[src/rtl/pipe_stage_4_mode_ctrl_pkg.sv]
// rtl/pipe_stage_4_mode_ctrl_pkg.sv - shared types, widths and bound helper for the stage-4 mode controller
// Provides: DATA_W/CNT_W/NUM_MODES/MODE_W widths, mode_t, fsm_state_t,
// bounds_t and calc_bounds() which derives a saturated [lb,ub] around a window max.
package pipe_stage_4_mode_ctrl_pkg;

   localparam int DATA_W    = 16;
   localparam int CNT_W     = 8;
   localparam int NUM_MODES = 4;
   localparam int MODE_W    = 2;

   typedef enum logic [MODE_W-1:0] {MODE0, MODE1, MODE2, MODE3} mode_t;

   typedef enum logic [1:0] {ACCUM, DECIDE, RECONFIG} fsm_state_t;

   typedef struct packed {
      logic [DATA_W-1:0] lb;
      logic [DATA_W-1:0] ub;
   } bounds_t;

   // One extra bit of headroom so the upper bound can be clamped instead of wrapping.
   function automatic bounds_t calc_bounds(input logic [DATA_W-1:0] win_max,
                                           input int unsigned        shift);
      logic [DATA_W:0] wide;
      logic [DATA_W:0] margin;
      logic [DATA_W:0] lo;
      logic [DATA_W:0] hi;
      bounds_t         b;
      wide   = {1'b0, win_max};
      margin = wide >> shift;
      lo     = wide - margin;
      hi     = wide + margin;
      b.lb   = lo[DATA_W-1:0];
      b.ub   = hi[DATA_W] ? '1 : hi[DATA_W-1:0];
      return b;
   endfunction

endpackage

[src/rtl/pipe_stage_4_mode_ctrl_if.sv]
// rtl/pipe_stage_4_mode_ctrl_if.sv - stage-3 / reconfig-tile bundle seen by the stage-4 controller
// master: stage 3 and tile side (drives samples and ack); slave: the controller.
import pipe_stage_4_mode_ctrl_pkg::*;

interface pipe_stage_4_mode_ctrl_if;
   logic              valid_i;
   logic              stall_i;
   logic [DATA_W-1:0] max_score_i;
   logic              out_of_mode_interval_i;
   logic [CNT_W-1:0]  interval_cnt_i;
   logic [DATA_W-1:0] interval_lb_o;
   logic [DATA_W-1:0] interval_ub_o;
   logic [MODE_W-1:0] mode_o;
   logic              reconfig_req_o;
   logic              reconfig_ack_i;
   logic              stall_o;
   logic              window_done_o;
   logic              cnt_err_o;

   modport master (
      output valid_i, stall_i, max_score_i, out_of_mode_interval_i, interval_cnt_i, reconfig_ack_i,
      input  interval_lb_o, interval_ub_o, mode_o, reconfig_req_o, stall_o, window_done_o, cnt_err_o
   );

   modport slave (
      input  valid_i, stall_i, max_score_i, out_of_mode_interval_i, interval_cnt_i, reconfig_ack_i,
      output interval_lb_o, interval_ub_o, mode_o, reconfig_req_o, stall_o, window_done_o, cnt_err_o
   );
endinterface

[src/rtl/pipe_stage_4_mode_ctrl_window_accum.sv]
// rtl/pipe_stage_4_mode_ctrl_window_accum.sv - per-window sample count, out-of-interval count and max score
// Ports: clk/rst, clear (zero all), accept (take one sample), oob_flag, score;
// outputs sample_cnt, oob_cnt (saturating), win_max.
import pipe_stage_4_mode_ctrl_pkg::*;

module pipe_stage_4_mode_ctrl_window_accum (
   input  logic              clk,
   input  logic              rst,
   input  logic              clear,
   input  logic              accept,
   input  logic              oob_flag,
   input  logic [DATA_W-1:0] score,
   output logic [CNT_W-1:0]  sample_cnt,
   output logic [CNT_W-1:0]  oob_cnt,
   output logic [DATA_W-1:0] win_max
);

   always_ff @(posedge clk or posedge rst) begin
      if (rst) begin
         sample_cnt <= '0;
         oob_cnt    <= '0;
         win_max    <= '0;
      end else if (clear) begin
         sample_cnt <= '0;
         oob_cnt    <= '0;
         win_max    <= '0;
      end else if (accept) begin
         sample_cnt <= sample_cnt + 1'b1;
         if (oob_flag && (oob_cnt != '1))
            oob_cnt <= oob_cnt + 1'b1;
         if (score > win_max)
            win_max <= score;
      end
   end

endmodule

[src/rtl/pipe_stage_4_mode_ctrl.sv]
// rtl/pipe_stage_4_mode_ctrl.sv - windowed mode/interval decision with req/ack tile reconfiguration
// Ports: CLK_i, RST_i (async, active high), bus (slave modport): stage-3 samples in,
// interval bounds and mode out, reconfig req/ack, stall_o, window_done_o, cnt_err_o.
import pipe_stage_4_mode_ctrl_pkg::*;

module pipe_stage_4_mode_ctrl #(
   parameter int          WINDOW       = 64,
   parameter int          THRESH       = 8,
   parameter int unsigned MARGIN_SHIFT = 2
) (
   input logic                     CLK_i,
   input logic                     RST_i,
   pipe_stage_4_mode_ctrl_if.slave bus
);

   localparam logic [CNT_W:0]    WINDOW_W = (CNT_W+1)'(WINDOW);
   localparam logic [CNT_W-1:0]  LAST_IDX = CNT_W'(WINDOW - 1);
   localparam logic [CNT_W-1:0]  THRESH_C = CNT_W'(THRESH);
   localparam logic [MODE_W-1:0] TOP_MODE = MODE_W'(NUM_MODES - 1);

   fsm_state_t        state_q, state_d;
   mode_t             mode_q, tgt_q, tgt_d;
   logic [DATA_W-1:0] lb_q, ub_q, pend_lb_q, pend_ub_q;
   logic              err_q;

   logic              accept;
   logic              load_direct;
   logic              start_rc;
   logic [CNT_W-1:0]  sample_cnt, oob_cnt;
   logic [DATA_W-1:0] win_max;
   logic [CNT_W:0]    cnt_sum;
   logic [MODE_W-1:0] mode_bits;
   bounds_t           new_b;

   assign accept = bus.valid_i && !bus.stall_i && (state_q == ACCUM);

   pipe_stage_4_mode_ctrl_window_accum u_accum (
      .clk        (CLK_i),
      .rst        (RST_i),
      .clear      (state_q == DECIDE),
      .accept     (accept),
      .oob_flag   (bus.out_of_mode_interval_i),
      .score      (bus.max_score_i),
      .sample_cnt (sample_cnt),
      .oob_cnt    (oob_cnt),
      .win_max    (win_max)
   );

   // Full-width sum: a WINDOW of 2**CNT_W does not fit in CNT_W bits.
   assign cnt_sum   = {1'b0, bus.interval_cnt_i} + {1'b0, oob_cnt};
   assign new_b     = calc_bounds(win_max, MARGIN_SHIFT);
   assign mode_bits = mode_q;

   always_comb begin
      state_d     = state_q;
      load_direct = 1'b0;
      start_rc    = 1'b0;
      tgt_d       = mode_q;

      // Step one mode toward where the window max landed relative to the current interval.
      if (win_max > ub_q)
         tgt_d = (mode_bits == TOP_MODE) ? mode_q : mode_t'(mode_bits + 1'b1);
      else if (win_max < lb_q)
         tgt_d = (mode_bits == '0) ? mode_q : mode_t'(mode_bits - 1'b1);

      case (state_q)
         ACCUM: begin
            if (accept && (sample_cnt == LAST_IDX))
               state_d = DECIDE;
         end
         DECIDE: begin
            state_d = ACCUM;
            if (oob_cnt > THRESH_C) begin
               if (tgt_d == mode_q) begin
                  load_direct = 1'b1;
               end else begin
                  start_rc = 1'b1;
                  state_d  = RECONFIG;
               end
            end
         end
         RECONFIG: begin
            if (bus.reconfig_ack_i)
               state_d = ACCUM;
         end
         default: state_d = ACCUM;
      endcase
   end

   always_ff @(posedge CLK_i or posedge RST_i) begin
      if (RST_i) begin
         state_q   <= ACCUM;
         mode_q    <= MODE0;
         tgt_q     <= MODE0;
         lb_q      <= '0;
         ub_q      <= '1;
         pend_lb_q <= '0;
         pend_ub_q <= '0;
         err_q     <= 1'b0;
      end else begin
         state_q <= state_d;
         if ((state_q == DECIDE) && (cnt_sum != WINDOW_W))
            err_q <= 1'b1;
         if (load_direct) begin
            lb_q <= new_b.lb;
            ub_q <= new_b.ub;
         end
         if (start_rc) begin
            tgt_q     <= tgt_d;
            pend_lb_q <= new_b.lb;
            pend_ub_q <= new_b.ub;
         end
         if ((state_q == RECONFIG) && bus.reconfig_ack_i) begin
            mode_q <= tgt_q;
            lb_q   <= pend_lb_q;
            ub_q   <= pend_ub_q;
         end
      end
   end

   // Request is a decode of the registered state, so reset removes it without waiting for a clock.
   assign bus.reconfig_req_o = (state_q == RECONFIG);
   assign bus.stall_o        = (state_q != ACCUM);
   assign bus.window_done_o  = (state_q == DECIDE);
   assign bus.cnt_err_o      = err_q;
   assign bus.interval_lb_o  = lb_q;
   assign bus.interval_ub_o  = ub_q;
   assign bus.mode_o         = mode_q;

endmodule

[src/flat_wrapper.sv]
// flat-port wrapper written by rule: the top's interface ports become plain ports
module pipe_stage_4_mode_ctrl_flat 
#(
   parameter int          WINDOW       = 64,
   parameter int          THRESH       = 8,
   parameter int unsigned MARGIN_SHIFT = 2
)
  (CLK_i, RST_i, bus_valid_i, bus_stall_i, bus_max_score_i, bus_out_of_mode_interval_i, bus_interval_cnt_i, bus_reconfig_ack_i, bus_interval_lb_o, bus_interval_ub_o, bus_mode_o, bus_reconfig_req_o, bus_stall_o, bus_window_done_o, bus_cnt_err_o);
  pipe_stage_4_mode_ctrl_if bus_i ();
  input logic CLK_i;
  input logic RST_i;
  input wire logic [$bits(bus_i.valid_i)-1:0] bus_valid_i;
  input wire logic [$bits(bus_i.stall_i)-1:0] bus_stall_i;
  input wire logic [$bits(bus_i.max_score_i)-1:0] bus_max_score_i;
  input wire logic [$bits(bus_i.out_of_mode_interval_i)-1:0] bus_out_of_mode_interval_i;
  input wire logic [$bits(bus_i.interval_cnt_i)-1:0] bus_interval_cnt_i;
  input wire logic [$bits(bus_i.reconfig_ack_i)-1:0] bus_reconfig_ack_i;
  output wire logic [$bits(bus_i.interval_lb_o)-1:0] bus_interval_lb_o;
  output wire logic [$bits(bus_i.interval_ub_o)-1:0] bus_interval_ub_o;
  output wire logic [$bits(bus_i.mode_o)-1:0] bus_mode_o;
  output wire logic [$bits(bus_i.reconfig_req_o)-1:0] bus_reconfig_req_o;
  output wire logic [$bits(bus_i.stall_o)-1:0] bus_stall_o;
  output wire logic [$bits(bus_i.window_done_o)-1:0] bus_window_done_o;
  output wire logic [$bits(bus_i.cnt_err_o)-1:0] bus_cnt_err_o;
  assign bus_i.valid_i = bus_valid_i;
  assign bus_i.stall_i = bus_stall_i;
  assign bus_i.max_score_i = bus_max_score_i;
  assign bus_i.out_of_mode_interval_i = bus_out_of_mode_interval_i;
  assign bus_i.interval_cnt_i = bus_interval_cnt_i;
  assign bus_i.reconfig_ack_i = bus_reconfig_ack_i;
  assign bus_interval_lb_o = bus_i.interval_lb_o;
  assign bus_interval_ub_o = bus_i.interval_ub_o;
  assign bus_mode_o = bus_i.mode_o;
  assign bus_reconfig_req_o = bus_i.reconfig_req_o;
  assign bus_stall_o = bus_i.stall_o;
  assign bus_window_done_o = bus_i.window_done_o;
  assign bus_cnt_err_o = bus_i.cnt_err_o;
  pipe_stage_4_mode_ctrl #(.WINDOW(WINDOW), .THRESH(THRESH), .MARGIN_SHIFT(MARGIN_SHIFT)) u_core (.CLK_i(CLK_i), .RST_i(RST_i), .bus(bus_i));
endmodule
[config.mk]
export PLATFORM = sky130hd
export DESIGN_NAME = pipe_stage_4_mode_ctrl_flat
export DESIGN_NICKNAME = d
export VERILOG_FILES = /design/src/rtl/pipe_stage_4_mode_ctrl_pkg.sv /design/src/rtl/pipe_stage_4_mode_ctrl_if.sv /design/src/rtl/pipe_stage_4_mode_ctrl_window_accum.sv /design/src/rtl/pipe_stage_4_mode_ctrl.sv /design/src/flat_wrapper.sv
export SDC_FILE = /design/constraint.sdc
export NUM_CORES = 1
export LEC_CHECK = 0
export ABC_AREA = 1
export BUFFER_PORTS_ARGS = -buffer_cell sky130_fd_sc_hd__buf_2
export CAP_MARGIN = 20
export CORE_ASPECT_RATIO = 0.6
export CORE_MARGIN = 3
export CORE_UTILIZATION = 57
export CTS_BUF_LIST = sky130_fd_sc_hd__clkbuf_8
export DETAILED_ROUTE_END_ITERATION = 7
export HOLD_SLACK_MARGIN = 0.05
export PLACE_DENSITY = 0.8
export SYNTH_ARGS = -nofsm -noshare
export SYNTH_HDL_FRONTEND = slang
export SYNTH_SLANG_ARGS = --single-unit
[constraint.sdc]
create_clock -name CLK_i -period 3.9 [get_ports CLK_i]
set_clock_uncertainty 0.15 [all_clocks]
set_input_delay 1.17 -clock CLK_i [delete_from_list [all_inputs] [get_ports CLK_i]]
set_output_delay 1.17 -clock CLK_i [all_outputs]
set_load 0.01 [all_outputs]
# [Yosys cells after proc, flatten, opt, wreduce, memory -nomap -nowiden]
# Cells that the tools add are included.
[totals] reg_bits=103 in_bits=30 output_inout_bits=38 word_cells=76
[op_classes] addsub=7 magnitude_cmp=4 n_eq_ne=9 muxes=28 reduce_logical=17
[op_table] op="$mux W16" count=8
[op_table] op="$mux W8" count=5
[op_table] op="$gt A16 B16 Y1" count=2
[op_table] op="$add A16 B14 Y17" count=1
[op_table] op="$add A8 B1 Y8 const B" count=2
[op_table] op="$lt A16 B16 Y1" count=1
[op_table] op="$mux W2" count=8
[op_table] op="$sub A16 B14 Y16" count=1
[op_table] op="$reduce_bool A2 Y1" count=5
[op_table] op="$add A8 B8 Y9" count=1
[op_table] op="$ne A9 B7 Y1 const B" count=1
[op_table] op="$eq A8 B6 Y1 const B" count=1
[op_table] op="$gt A8 B4 Y1 const B" count=1
[op_table] op="$ne A8 B8 Y1 const B" count=1
[op_table] op="$logic_and A1 B1 Y1" count=6
[op_table] op="$mux W1" count=6
[op_table] op="$pmux W2 S3" count=1
[op_table] op="$reduce_and A2 Y1" count=3
[op_table] op="$eq A2 B2 Y1 const B" count=2
[op_table] op="$logic_not A2 Y1" count=2
[op_table] op="$ne A2 B2 Y1 const B" count=2
[op_table] op="$add A2 B1 Y2 const B" count=1
[op_table] op="$eq A2 B1 Y1 const B" count=1
[op_table] op="$eq A2 B2 Y1" count=1
[op_table] op="2 further kinds" count=2

# [Logic depth before layout (Yosys ltp)]
# Gate-level depths: netlist of run 1.
[depth] word_depth=10 mapped_depth=19 ltp_nobuf=18

# [Hierarchy]
# Synthesis of run 1 repeated with hierarchy kept, for this count alone.
[hier_totals] cells_unflattened=1141 area_unflattened_um2=8247.9
[by_module_without_submodules] mod="pipe_stage_4_mode_ctrl" n_inst=1 cells_each=894 area_per_inst_um2=6142.1 seq_area_each_um2=1796.7
[by_module_without_submodules] mod="pipe_stage_4_mode_ctrl_window_accum" n_inst=1 cells_each=247 area_per_inst_um2=2105.8 seq_area_each_um2=800.8

# [Worst setup path before layout of run 1]
# No wires, ideal clock.
[synth_path] path_kind="input-to-reg" startpoint="in bus_interval_cnt_i[0]" endpoint="reg u_core.err_q (netlist: u_core.bus.cnt_err_o)" arrival_ns=2.526 required_ns=3.634 path_slack_ns=1.107 path_stages=11 path_cell_list="ha_1 > inv_1 > fa_1 > nor3b_1 > o211ai_1 > nor3_1 > nand3_1 > nor2_1 > nand3_1 > nand2_1 > nand2_1"
[synth_via] elab_chain_cells=3
[synth_lines] item="start: declaration" line="flat_wrapper.sv:16" source="input wire logic [$bits(bus_i.interval_cnt_i)-1:0] bus_interval_cnt_i;"
[synth_lines] item="$add A8 B8 Y9" line="pipe_stage_4_mode_ctrl.sv:50" source="assign cnt_sum = {1'b0, bus.interval_cnt_i} + {1'b0, oob_cnt};"
[synth_lines] item="$ne A9 B7 Y1" line="pipe_stage_4_mode_ctrl.sv:102" source="if ((state_q == DECIDE) && (cnt_sum != WINDOW_W))"
[synth_lines] item="$logic_and A1 B1 Y1" line="pipe_stage_4_mode_ctrl.sv:102"
[synth_lines] item="end signal: assignment" line="pipe_stage_4_mode_ctrl.sv:99" source="err_q <= 1'b0;"
[synth_lines] item="end signal: assignment" line="pipe_stage_4_mode_ctrl.sv:103" source="err_q <= 1'b1;"
[synth_lines] item="end: declaration" line="pipe_stage_4_mode_ctrl.sv:24" source="logic err_q;"
# Every way passes these cells.
# A chain may end at the register's enable or synchronous reset.

# [Worst setup path after layout of run 1]
[layout_path] startpoint="reg u_core.u_accum.win_max[5]" endpoint="reg u_core.ub_q[7] (netlist: u_core.bus.interval_ub_o[7])"
[layout_via] elab_chain_cells=8 elab_cells_between_ends=13 cone_classes="add/sub (1); order compare (2); eq/ne (1); mux (8); reduce/logical (1)"
[layout_lines] item="start: declaration" line="pipe_stage_4_mode_ctrl_window_accum.sv:15" source="output logic [DATA_W-1:0] win_max"
[layout_lines] item="start signal: assignment" line="pipe_stage_4_mode_ctrl_window_accum.sv:32" source="win_max <= score;"
[layout_lines] item="$lt A16 B16 Y1" line="pipe_stage_4_mode_ctrl.sv:63" source="else if (win_max < lb_q)"
[layout_lines] item="$mux W2" line="pipe_stage_4_mode_ctrl.sv:63"
[layout_lines] item="$mux W2" line="pipe_stage_4_mode_ctrl.sv:61" source="if (win_max > ub_q)"
[layout_lines] item="$eq A2 B2 Y1" line="pipe_stage_4_mode_ctrl.sv:74" source="if (tgt_d == mode_q) begin"
[layout_lines] item="$mux W1" line="pipe_stage_4_mode_ctrl.sv:74"
[layout_lines] item="$mux W1" line="pipe_stage_4_mode_ctrl.sv:73" source="if (oob_cnt > THRESH_C) begin"
[layout_lines] item="$mux W1" line="pipe_stage_4_mode_ctrl.sv:66" source="case (state_q)"
[layout_lines] item="$reduce_bool A2 Y1 (no line)"
[layout_lines] item="end signal: assignment" line="pipe_stage_4_mode_ctrl.sv:106" source="ub_q <= new_b.ub;"
[layout_lines] item="end signal: assignment" line="pipe_stage_4_mode_ctrl.sv:116" source="ub_q <= pend_ub_q;"
[layout_lines] item="end: declaration" line="pipe_stage_4_mode_ctrl.sv:23" source="logic [DATA_W-1:0] lb_q, ub_q, pend_lb_q, pend_ub_q;"
# Parallel ways exist; a longest one is shown, timed or not. The select of a mux whose other input is x is not followed.

==> results of run 1 <==
==> cell families after synthesis <==
logic type,count (synthesis),share of synthesized area (%)
compound gates,158,11.5
xor+xnor,15,1.65
fa+ha+maj,89,14.3
buf+inv,184,9.44
flops,103,32.7
simple gates,561,30.5
==> metal layers <==
metal / global-route usage [%] / part of all wire, %
met2: 38.7 / 40
met4: 6.28 / 1.1
met1: 43.9 / 50
met3: 5.16 / 9.0
met5: 0 / 0
==> final cells by class <==
| type | instances | area, um^2 |
|---|---|---|
| Multi-Input combinational cell | 823 | 4610 |
| Clock buffer | 9 | 124 |
| Fill cell | 1238 | 4660 |
| Inverter | 146 | 552 |
| Timing Repair Buffer | 77 | 423 |
| Tap cell | 187 | 234 |
| Sequential cell | 103 | 2600 |
| Clock inverter | 7 | 55.1 |
==> layout by cell type, fill, tap and decap left out, types with 3 or more instances in the layout <==
cell,n
sky130_fd_sc_hd__buf_2,67
sky130_fd_sc_hd__nor3_1,11
sky130_fd_sc_hd__clkinvlp_4,4
sky130_fd_sc_hd__a21oi_1,50
sky130_fd_sc_hd__a21o_1,4
sky130_fd_sc_hd__nand4_1,17
sky130_fd_sc_hd__nor2_1,56
sky130_fd_sc_hd__nand2_1,346
sky130_fd_sc_hd__nand3b_1,3
sky130_fd_sc_hd__xor2_1,12
sky130_fd_sc_hd__xnor2_1,3
sky130_fd_sc_hd__a211oi_1,3
sky130_fd_sc_hd__o21bai_1,4
sky130_fd_sc_hd__dfstp_2,16
sky130_fd_sc_hd__dfrtp_1,87
sky130_fd_sc_hd__clkbuf_8,9
sky130_fd_sc_hd__ha_1,86
sky130_fd_sc_hd__fa_1,3
sky130_fd_sc_hd__buf_4,9
sky130_fd_sc_hd__inv_1,138
sky130_fd_sc_hd__nand3_1,100
sky130_fd_sc_hd__nand3_2,8
sky130_fd_sc_hd__a21oi_4,3
sky130_fd_sc_hd__inv_2,6
sky130_fd_sc_hd__nand2_2,9
sky130_fd_sc_hd__o21ai_1,7
sky130_fd_sc_hd__o21ai_0,70
==> sequential cells by signal (all words and copies together) (netlist names) <==
| register | flops |
|---|---|
| u_core.bus.cnt_err_o | 1 |
| u_core.bus.interval_lb_o | 16 |
| u_core.bus.interval_ub_o | 16 |
| u_core.bus.mode_o | 2 |
| u_core.pend_lb_q | 16 |
| u_core.pend_ub_q | 16 |
| u_core.state_q | 2 |
| u_core.tgt_q | 2 |
| u_core.u_accum.oob_cnt | 8 |
| u_core.u_accum.sample_cnt | 8 |
| u_core.u_accum.win_max | 16 |
==> worst reg2reg max path: cells and delay by family (launching register included) <==
kind	cells	cell delay, ns
AO/OA/AOI/OAI	4	0.90
AND/OR/NAND/NOR	6	0.64
flip-flops	1	0.56
adder cells (fa/ha/maj)	1	0.53
buffers and inverters	2	0.22
==> per-stage QoR <==
stage | power, W | cell area, um^2 | cells | util, % | hold slack (ns)
2_1_floorplan | 0.00466 | 7960 | 1110 | - | 0.268
3_3_place_gp | 0.00557 | 8410 | 1336 | 63.5 | 0.283
3_5_place_dp | 0.00568 | 8410 | 1336 | 63.5 | 0.283
4_1_cts | 0.00634 | 8590 | 1352 | 64.8 | 0.303
5_1_grt | 0.00708 | 8590 | 1352 | 64.8 | 0.326
6_report | 0.00640 | 8590 | 1352 | 64.8 | 0.306
==> path summary, 6_finish.rpt <==
path / from / to
worst min-delay path: u_core.u_accum.sample_cnt[7] / u_core.state_q[0]
worst min register to register: u_core.u_accum.sample_cnt[7] / u_core.state_q[0]
worst max register to register: u_core.u_accum.win_max[5] / u_core.bus.interval_ub_o[7]
worst max-delay path: u_core.u_accum.win_max[5] / u_core.bus.interval_ub_o[7]
min in group asynchronous: RST_i / u_core.u_accum.sample_cnt[3]
max in group asynchronous: RST_i / u_core.u_accum.win_max[12]
==> where the power goes <==
group / internal (W) / switching (W) / total, W / leakage (nW)
clock network: 0.000238 / 0.000405 / 0.000643 / 0.0814
registers: 0.00122 / 0.000303 / 0.00152 / 1.32
logic: 0.00147 / 0.00276 / 0.00423 / 3.25
total: 0.00293 / 0.00347 / 0.00640 / 4.65
==> results.tsv, run 1 <==
metric	value	unit
clock buffer count from CTS	9	
portion of the clock cycle consumed by the worst path in the final layout	78.3	%
starting density of the core	60.0	%
library cell occupying the most area in the post-synthesis netlist	sky130_fd_sc_hd__dfrtp_1	
status	finished, final reports clean	
count of TritonRoute iterations in the first routing pass	8	
maximum capacitance violations	0	
worst setup path category	reg2reg	
total number of clock tree sinks	103	
Routability Congestion	0.945	
first-pass GRT wire length	34700	um
netlist area before placement	7950	um^2
number of cells on the worst hold path	1	
power density over the cells	745	nW/um^2
site row count	32	
total number of vias	7370	
Clock Latency Late Sink	0.39	ns
number of enable flip-flop cells after synthesis	0	
count of inserted antenna diode cells	0	
largest driver fanout on the critical path	14	
post-detailed-route count of antenna-violating nets	0	
crit start category	flop	
post-synthesis average cell area	7.17	um^2
Yosys warning count	0	
critical path data required time	4.08	ns
number of gates on the worst path with buffers counted	13	
area delta synth->final	8.04	%
Synth area leaders	sky130_fd_sc_hd__dfrtp_1, sky130_fd_sc_hd__nand2_1, sky130_fd_sc_hd__ha_1, sky130_fd_sc_hd__inv_1, sky130_fd_sc_hd__nand3_1	
average wire per cell in the routed design	15.3	um
Iter 0 DRT Violations	748	
Slowest-stage cell, CP	sky130_fd_sc_hd__dfrtp_1	
Crit path arrival time	3.23	ns
Worst slew margin	45.8	%
CP bufs+invs	2	
count of H-tree levels built during CTS	3	
setup repair after global routing missed its margin	false	
maximum number of pins on one net before global-route repair	74	
post-route minimum period	3.05	ns
kind of cell adding the most delay to the critical path	compound AO/OA/AOI/OAI gates	
cell chain of the critical path	inv_1, ha_1, inv_2, a21oi_4, o21ai_4, nand2_2, nand2_4, a21oi_4, nand3b_1, nand2_1, o21ai_0, nand2_1, nand2_1	
placeable core region	13300	um^2
synthesized net count	1229	
DRC violations left	0	
overall overflow remaining after global route	0	
CTS clk-pin slew, worst paths	0.10	ns
horizontal die dimension	159	um
share of the yosys chip area belonging to registers	32.7	%
count of cell types in the netlist	49	
Post-CTS Setup Bufs	0	
number of buffers added on ports	67	
post-synthesis async set-or-reset flop share	100	%
most common library cells after synthesis	sky130_fd_sc_hd__nand2_1, sky130_fd_sc_hd__inv_1, sky130_fd_sc_hd__nand3_1	
cell repeated most along the worst path	sky130_fd_sc_hd__nand2_1	
master cell of the clock root buffer	sky130_fd_sc_hd__clkbuf_8	
maximum clock frequency	0.328	GHz
dpl hpwl	15900	um
Critical Path Max Stage Delay	0.56	ns
setup tns final	0	ns
number of antenna violations at the first check in global routing	0	
Hold Fails Final Rpt	0	
nets	1279	
Top FF cell, synth	sky130_fd_sc_hd__dfrtp_1	
I/O pins	68	
via count of the first global-routing pass	6933	
vertical die dimension	97.5	um
Crit. End Element	flop	
die area	15500	um^2
Yosys top cell area share	27.4	%
Setup violations, final	0	
post-detailed-route via-to-cell ratio	5.45	
cells on worst reg2reg path	13	
fraction of final layout cells sized beyond drive strength 1	12.6	%
setup slack after layout	0.847	ns
clock tree from TritonCTS	built	
# hold bufs at CTS	0	
Post-Syn Instances	1110	
Final Max Tran Viols	0	
combined global-route utilization of all metal layers	27.7	%
maximum clock path buffer count	2	
flop and latch count out of synthesis	103	
reported leakage power	4.65	nW
post-placement worst setup slack	0.798	ns
worst-case vdd ir drop	0.000371	V
worst setup slack for register-to-register paths	0.85	ns
Total Routed Length	20700	um
hold crit path type	reg2reg	
cell with the most instances after synthesis	sky130_fd_sc_hd__nand2_1	
Gates resized, CTS repair	0	
Worst-Margin Slew	0.812	ns
No activity file was read; power rests on OpenSTA's default activity.
==> run 2, diff against run 1 <==
ABC_AREA = 0   (was 1)
CORE_UTILIZATION = 56   (was 57)
PLACE_DENSITY = 0.79   (was 0.8)
clock period = 2.5 ns   (was 3.9 ns; I/O delays follow)
==> run 2 against run 1 <==
Net effect:
- the run now ends with setup timing left
- clock power grew 65%
- clock-buffer cell count is the same
- register-to-register slack lost 1.6 ns
- sequential share of layout area shrank 4.9 points
- global-route usage grew 5.9 points
- setup slack lost 1.6 ns
- synthesized area shrank 7.6%
- power grew 100%
- synthesized cell count shrank 30%
- routed wire length grew 23%
- first-iteration DRC count grew 11%
- largest cell class unchanged
==> results.tsv, run 2 <==
metric	value	unit
status	complete, but fails checks	
violated checks	setup timing	
Synth area leaders	sky130_fd_sc_hd__dfrtp_1, sky130_fd_sc_hd__ha_1, sky130_fd_sc_hd__dfstp_2, sky130_fd_sc_hd__a21oi_1, sky130_fd_sc_hd__inv_1	
post-detailed-route count of antenna-violating nets	0	
worst setup path category	reg2reg	
overall overflow remaining after global route	0	
vertical die dimension	94.7	um
worst setup slack for register-to-register paths	-0.72	ns
number of antenna violations at the first check in global routing	0	
Crit. End Element	flop	
number of buffers added on ports	67	
largest driver fanout on the critical path	13	
I/O pins	68	
Yosys warning count	0	
Iter 0 DRT Violations	830	
Yosys top cell area share	29.6	%
maximum clock path buffer count	2	
Fin Hold WS	0.322	ns
Critical Path Max Stage Delay	0.57	ns
post-synthesis async set-or-reset flop share	100	%
CTS clk-pin slew, worst paths	0.11	ns
DRC violations left	0	
die area	14600	um^2
horizontal die dimension	154	um
number of enable flip-flop cells after synthesis	0	
cell count after placement	1141	
count of cell types in the netlist	68	
critical path data required time	2.63	ns
nets	1136	
relative contribution of sequential cells to total power	17.3	%
Worst-Margin Slew	0.575	ns
maximum number of pins on one net before global-route repair	104	
total number of vias	7435	
Worst slew margin	61.7	%
setup slack after layout	-0.719	ns
fill cell count	685	
post-detailed-route via-to-cell ratio	6.26	
average wire per cell in the routed design	21.5	um
synthesized net count	891	
crit start category	flop	
share of the yosys chip area belonging to registers	35.3	%
reported leakage power	5.15	nW
Crit path arrival time	3.35	ns
setup repair after global routing missed its margin	true	
post-route minimum period	3.22	ns
first-pass GRT wire length	38900	um
Total Routed Length	25500	um
placeable core region	12500	um^2
flop and latch count out of synthesis	103	
post-placement worst setup slack	-0.715	ns
netlist area before placement	7350	um^2
site row count	31	
total number of clock tree sinks	103	
post-synthesis average cell area	9.52	um^2
Setup violations, final	83	
combined global-route utilization of all metal layers	33.6	%
# hold bufs at CTS	0	
starting density of the core	59.0	%
via count of the first global-routing pass	7563	
non-filler instance count after layout	1187	
fraction of final layout cells sized beyond drive strength 1	43.1	%
switching power share of the total	48.1	%
maximum capacitance violations	0	
library cell occupying the most area in the post-synthesis netlist	sky130_fd_sc_hd__dfrtp_1	
cell with the most instances after synthesis	sky130_fd_sc_hd__dfrtp_1	
Slowest-stage cell, CP	sky130_fd_sc_hd__or4b_4	
count of H-tree levels built during CTS	3	
count of inserted antenna diode cells	0	
cell chain of the critical path	inv_1, ha_1, a21oi_1, o21a_1, nor3_1, or4b_4, o21a_4, o211ai_1, buf_4, buf_12, mux2_4	
Routability Congestion	0.947	
Clock Latency Late Sink	0.40	ns
Post-Syn Instances	772	
Top FF cell, synth	sky130_fd_sc_hd__dfrtp_1	
dpl hpwl	17400	um
Hold Fails Final Rpt	0	
most common library cells after synthesis	sky130_fd_sc_hd__dfrtp_1, sky130_fd_sc_hd__ha_1, sky130_fd_sc_hd__inv_1	
clock buffer count from CTS	9	
clock network fraction of design power	8.1	%
master cell of the clock root buffer	sky130_fd_sc_hd__clkbuf_8	
area delta synth->final	39.7	%
power density over the cells	1280	nW/um^2
worst-case vdd ir drop	0.000623	V
most common cell after layout, fill and taps aside	sky130_fd_sc_hd__buf_4	
net switching power	0.00630	W
hold crit path type	reg2reg	
count of TritonRoute iterations in the first routing pass	5	
portion of the clock cycle consumed by the worst path in the final layout	129	%
Final Max Tran Viols	0	
clock tree from TritonCTS	built	
Comb power frac	74.6	%
most used cells in the layout excluding fill and tap cells	sky130_fd_sc_hd__buf_4, sky130_fd_sc_hd__dfrtp_1, sky130_fd_sc_hd__ha_1	
maximum clock frequency	0.311	GHz
internal power	0.00680	W
[run 2: cell count changes after synthesis, moves of 17 or more]
cell                      previous run  this run
sky130_fd_sc_hd__xnor2_1             3        21
sky130_fd_sc_hd__and3_1              0        18
sky130_fd_sc_hd__nand3_1           100        12
sky130_fd_sc_hd__inv_1             139        71
sky130_fd_sc_hd__o21ai_0            70        36
sky130_fd_sc_hd__mux2_1              0        17
sky130_fd_sc_hd__nand2_1           347        40
[run 2: cell type report]
cell class / count / area [um^2] / area share (%)
timing repair buffer: 269 / 2080 / 20.2
tap: 165 / 206 / 2.01
clock inverter: 7 / 65.1 / 0.634
sequential: 103 / 2600 / 25.3
multi-input combinational: 562 / 4910 / 47.9
inverter: 72 / 277 / 2.69
clock buffer: 9 / 124 / 1.21
[run 2: cell families after synthesis]
| logic type | count (synthesis) | share of synthesized area, % |
|---|---|---|
| DFF | 103 | 35.3 |
| xor gates and xnor gates | 31 | 3.69 |
| and+or+nand+nor | 206 | 14.3 |
| adders and majority gates | 89 | 15.5 |
| muxes | 36 | 5.45 |
| AOI/OAI and AO/OA | 200 | 19.5 |
| buffers and inverters | 107 | 6.30 |
[run 2: metal layers]
layer  global-route usage, %  share of wire [%]
met1                    45.8                 42
met4                    10.1                3.2
met2                    55.4                 46
met3                    6.14                8.9
met5                       0                  0
[run 2: final timing paths]
path	start	to	cells past startpoint
worst max-delay path	u_core.bus.interval_ub_o[7]	u_core.pend_lb_q[7]	11
worst min-delay path	u_core.bus.cnt_err_o	u_core.bus.cnt_err_o	1
worst max register to register	u_core.bus.interval_ub_o[7]	u_core.pend_lb_q[7]	11
worst min register to register	u_core.bus.cnt_err_o	u_core.bus.cnt_err_o	1
max in group asynchronous	RST_i	u_core.u_accum.win_max[5]	3
min in group asynchronous	RST_i	u_core.bus.interval_lb_o[13]	3
[run 2: metrics by stage]
stage / setup TNS (ns) / utilization [%] / cell area [um^2] / total power (W)
after floorplan: -30.70 / - / 7630 / 0.00707
after global placement: -42.93 / 74.9 / 9320 / 0.0101
after detailed placement: -51.89 / 74.9 / 9320 / 0.0105
after CTS: -39.34 / 80.4 / 10000 / 0.0122
after global routing: -54.39 / 82.4 / 10300 / 0.0138
final: -49.11 / 82.4 / 10300 / 0.0131
[run 2: power by group through the flow]
stage / sequential, W / combinational [W] / clock, W
after global routing: 0.00228 / 0.0104 / 0.00114
after global placement: 0.00224 / 0.00788 / 0
final: 0.00227 / 0.00977 / 0.00106
after CTS: 0.00223 / 0.00886 / 0.00107
after floorplan: 0.00225 / 0.00482 / 0
after detailed placement: 0.00225 / 0.00829 / 0
[run 2: critical path: cells and delay by family, from the launching register on]
family / cells / cell delay (ns)
buffers and inverters: 3 / 0.44
AOI/OAI and AO/OA: 4 / 0.72
and+or+nand+nor: 2 / 0.62
muxes: 1 / 0.31
adders and majority gates: 1 / 0.30
DFF: 1 / 0.56
[run 2: repair_timing]
action	CTS	global route
setup buffers	21	5
endpoints found under the setup margin	84	85
pin swaps	29	26
cloned	4	1
resized for setup	56	40
